`src/rtl/demux_pkg.sv`:
```
// Shared types and helpers for the registered one-hot demux.
// Holds the output-stage state encoding and the select range check.
package demux_pkg;

  typedef enum logic {
    ST_EMPTY = 1'b0,
    ST_FULL  = 1'b1
  } state_e;

  function automatic logic sel_in_range(input int unsigned sel, input int unsigned num_ch);
    return sel < num_ch;
  endfunction

endpackage

```
`src/rtl/decoder_n_to_m.sv`:
```
// Enable-gated SEL_W-to-NUM_CH one-hot decoder, purely combinational.
// Selects at or beyond NUM_CH decode to all zeros.
module decoder_n_to_m #(
  parameter int SEL_W  = 3,
  parameter int NUM_CH = 8
) (
  input  logic              enable,
  input  logic [SEL_W-1:0]  sel,
  output logic [NUM_CH-1:0] onehot
);

  localparam int FULL_W = 1 << SEL_W;

  logic [FULL_W-1:0] full_dec;

  // Decode at full select width, then truncate so out-of-range codes vanish.
  always_comb begin
    full_dec = '0;
    if (enable) begin
      full_dec[sel] = 1'b1;
    end
    onehot = full_dec[NUM_CH-1:0];
  end

endmodule

```
`src/rtl/demux_onehot_reg.sv`:
```
// Routes (sel, data) to one of NUM_CH channels through a single-entry valid/ready stage.
// Latency 1 cycle; in_ready follows the selected channel's out_ready so throughput is 1/cycle.
module demux_onehot_reg
  import demux_pkg::*;
#(
  parameter int SEL_W  = 3,
  parameter int NUM_CH = 8,
  parameter int DATA_W = 8
) (
  input  logic              clk,
  input  logic              rst_n,
  input  logic              en,
  input  logic              in_valid,
  output logic              in_ready,
  input  logic [SEL_W-1:0]  in_sel,
  input  logic [DATA_W-1:0] in_data,
  output logic [NUM_CH-1:0] out_valid,
  input  logic [NUM_CH-1:0] out_ready,
  output logic [DATA_W-1:0] out_data,
  output logic              err_oor,
  input  logic              err_clr
);

  state_e              state_q, state_d;
  logic [SEL_W-1:0]    ch_q, ch_d;
  logic [DATA_W-1:0]   data_q, data_d;
  logic [NUM_CH-1:0]   out_valid_q, out_valid_d;
  logic                err_q, err_d;

  logic                drain;
  logic                accept;
  logic                in_rng;
  logic [NUM_CH-1:0]   sel_onehot;

  assign drain    = (state_q == ST_FULL) && out_ready[ch_q];
  // Gated by rst_n so the producer never sees ready while the block is held in reset.
  assign in_ready = rst_n && en && ((state_q == ST_EMPTY) || drain);
  assign accept   = in_valid && in_ready;
  assign in_rng   = sel_in_range(32'(in_sel), NUM_CH);

  decoder_n_to_m #(
    .SEL_W  (SEL_W),
    .NUM_CH (NUM_CH)
  ) u_dec (
    .enable (accept),
    .sel    (in_sel),
    .onehot (sel_onehot)
  );

  always_comb begin
    state_d     = state_q;
    ch_d        = ch_q;
    data_d      = data_q;
    out_valid_d = out_valid_q;
    err_d       = err_q;

    if (err_clr) begin
      err_d = 1'b0;
    end
    if (drain) begin
      state_d     = ST_EMPTY;
      out_valid_d = '0;
    end
    // A dropped out-of-range select only happens when EMPTY or draining, so the drain above already settles the state.
    if (accept) begin
      if (in_rng) begin
        state_d     = ST_FULL;
        ch_d        = in_sel;
        data_d      = in_data;
        out_valid_d = sel_onehot;
      end else begin
        err_d = 1'b1;
      end
    end
  end

  always_ff @(posedge clk or negedge rst_n) begin
    if (!rst_n) begin
      state_q     <= ST_EMPTY;
      ch_q        <= '0;
      data_q      <= '0;
      out_valid_q <= '0;
      err_q       <= 1'b0;
    end else begin
      state_q     <= state_d;
      ch_q        <= ch_d;
      data_q      <= data_d;
      out_valid_q <= out_valid_d;
      err_q       <= err_d;
    end
  end

  assign out_valid = out_valid_q;
  assign out_data  = data_q;
  assign err_oor   = err_q;

endmodule
```
`config.mk`:
```
export PLATFORM = sky130hd
export DESIGN_NAME = demux_onehot_reg
export DESIGN_NICKNAME = d
export VERILOG_FILES = /design/src/rtl/demux_pkg.sv /design/src/rtl/decoder_n_to_m.sv /design/src/rtl/demux_onehot_reg.sv
export SDC_FILE = /design/constraint.sdc
export NUM_CORES = 1
export LEC_CHECK = 0
export ABC_AREA = 1
export BUFFER_PORTS_ARGS = -buffer_cell sky130_fd_sc_hd__buf_2
export CAP_MARGIN = 10
export CORE_MARGIN = 2
export CORE_UTILIZATION = 45
export CTS_CLUSTER_DIAMETER = 40
export CTS_CLUSTER_SIZE = 20
export DETAILED_ROUTE_END_ITERATION = 7
export PLACE_DENSITY = 0.81
export SLEW_MARGIN = 30
export SYNTH_ARGS = -nofsm -noshare
export SYNTH_HDL_FRONTEND = slang
export SYNTH_SLANG_ARGS = --single-unit
export TNS_END_PERCENT = 100
```
`constraint.sdc`:
```
create_clock -name clk -period 3 [get_ports clk]
set_clock_uncertainty 0.2 [all_clocks]
set_input_delay 0.15 -clock clk [delete_from_list [all_inputs] [get_ports clk]]
set_output_delay 0.15 -clock clk [all_outputs]
set_load 0.05 [all_outputs]
```
==> reports/qor.yml <==
logic_synthesis:
  synth_seq_cells: 20
  synth_area_per_cell_um2: 7.99
  synth_area_leaders: "dfrtp_1 49%, nand2_1 15%, nand3_1 14%"
  yosys.cell_count.top_type: "nand2_1"
  ys_seq_area_share_pct: 48.5
  yosys_warnings: 0
  synthCells: 129
  ys.flop_type: "dfrtp_1"
  ys_top_cells_by_count: "41 x nand2_1, 28 x nand3_1, 20 x dfrtp_1"
  synth_top_area_share_pct: 48.5
  yosys.area.top_type: "dfrtp_1"
  ys_types: 16
  synth_area_um2: 1030
  synth-edff-count: 0
  async_flop_share_pct: 100
  syn-num-nets: 153
sta:
  rsz0062_at_grt: "no"
  setup_viol: 0
  finalCriticalPeriod_ns: 2.35
  final-max-slew-violation-count: 0
  fmax_ghz: 0.426
  hold_viol: 0
  period_share_pct: 78.2
  setup_tns_ns: 0
detailed_routing:
  totalWireLength_um: 2390
  drtIter0Drc: 22
  vias: 994
  drt_pre_antenna_iters: 4
  drc_errors: 0
  wire_per_inst_um: 11.7
  ant_nets: 0
  via_per_inst: 4.85
global_route:
  grt_use_total_pct: 19.5
  grt_overflow: 0
  grt_max_degree: 24
  antenna_found_initial: 0
  first_global_vias: 948
  grt_pass1_wl_um: 3940
final_layout:
  final_cells: 205
  drive_above_1_share_pct: 29.9
  seq_area_um2: 500
  area_delta_synth_final_pct: 31.7
  nNetsFinal: 203
  n_antenna_cell: 0
  fill_cells: 203
  final_area_um2: 1360
  multi_input_area_um2: 428
power:
  p_per_area_nw_per_um2: 613
  p_leak_uw: 0.000806
  max-vdd-ir-drop_v: 0.000490
critical_path:
  timing.critical_path.from_type: "primary input"
  worstPathMaxFanout: 21
  reg2regPathDepth: 9
  cp_data_arrival_time_ns: 2.00
  worstSetupPathType: "in -> out"
  cp.required_ns: 2.65
  worstSetupEndpointType: "output pin"
placement:
  place_congestion: 0.736
  dp_hpwl_um: 1620
  place_area_um2: 1210
  dpl.cell_count: 190
  io_buffer_count: 39
cts:
  cts_buffer_depth: 2
  cts-buffers-inserted: 3
  cts.htree.levels: 1
  tritoncts: "done"
  cts.sinks: 20
  clk_latency_ns: 0.29
  path_clk_slew_ns: 0.11
  ctsRootBufferMaster: "clkbuf_4"
floorplan:
  start_util_pct: 47.1
  chipWidth_um: 51.9
  fp.dieH_um: 51.9
  rows: 17
  dieArea_um2: 2690
  core_area_um2: 2190
  ioPinCount: 42
outcome:
  status: "finished, final reports clean"
worst_hold_path:
  hold_class: "in -> reg"
  holdPathStages: 3
job:
  drv.max_cap_violation_count: 0
==> logic make-up after synthesis <==
logic type      share of synthesized area, %
simple gates                            37.0
buf+inv                                 9.95
flops                                   48.5
compound gates                          4.13
other cells                            0.364
==> final timing paths <==
kind,startpoint,to,slack (ns)
setup / recovery,rst_n,in_ready,0.65
hold / removal,in_valid,out_data[5]$_DFFE_PN0P_,0.05
setup reg to reg,ch_q[0]$_DFFE_PN0P_,ch_q[2]$_DFFE_PN0P_,1.11
hold reg to reg,out_data[7]$_DFFE_PN0P_,out_data[7]$_DFFE_PN0P_,0.29
max in group asynchronous,rst_n,out_valid[3]$_DFFE_PN0P_,2.16
min in group asynchronous,rst_n,ch_q[2]$_DFFE_PN0P_,0.13
==> cell usage in the layout, fill, tap and decap left out <==
| master | n |
|---|---|
| dfrtp_1 | 20 |
| o21ai_2 | 3 |
| conb_1 | 1 |
| nor2_1 | 8 |
| inv_1 | 14 |
| nand3_2 | 4 |
| inv_2 | 1 |
| clkbuf_4 | 3 |
| nand3_1 | 28 |
| nand2_2 | 1 |
| nand2_1 | 41 |
| nand2_4 | 1 |
| dlygate4sd3_1 | 12 |
| buf_2 | 39 |
| a21oi_4 | 1 |
==> area by class of cell <==
| type | instances | share of cell area, % |
|---|---|---|
| Sequential cell | 20 | 36.9 |
| Multi-Input combinational cell | 88 | 31.5 |
| Timing Repair Buffer | 51 | 23.2 |
| Inverter | 15 | 4.15 |
| Tap cell | 28 | 2.58 |
| Clock buffer | 3 | 1.66 |
==> flip-flops by register name, summed over array words and instances, names as in the netlist <==
signal,cells
out_data,8
out_valid,8
ch_q,3
state_q,1
==> critical path, cell delays in order <==
cell and delay [ns]:
dlygate4sd3_1 0.52, buf_2 0.40, nand2_1 0.19, a21oi_4 0.38
buf_2 0.35
==> stage by stage <==
step	hold slack, ns	total power (uW)	setup slack, ns	utilization, %
after floorplan	-0.346	620	1.44	-
after global placement	-0.0852	690	1.17	55.5
after detailed placement	-0.0751	701	1.10	55.5
after CTS	0.0470	837	0.615	62.0
after global routing	0.0665	879	0.453	62.0
final	0.0506	832	0.654	62.0
==> timing repair <==
item / in CTS / in global routing
resized for setup: 0 / 0
hold buffers: 12 / 0
buffers inserted: 0 / 0
hold endpoints to repair: 34 / 0
==> report_power, final <==
group          leakage (uW)  internal [uW]  switching [uW]
clock network     0.0000138           46.6            77.5
logic              0.000532           96.4             256
registers          0.000260            319            36.6
==> metal layers <==
metal | global-route usage, % | part of all wire [%] | vias to the layer above
li1 | - | - | 498
met2 | 38.4 | 54 | 27
met3 | 2.30 | 4.0 | 2
met1 | 21.2 | 41 | 467
met4 | 6.14 | 0.71 | 0
met5 | 0 | 0 | -
No activity file was read; power rests on OpenSTA's default activity.
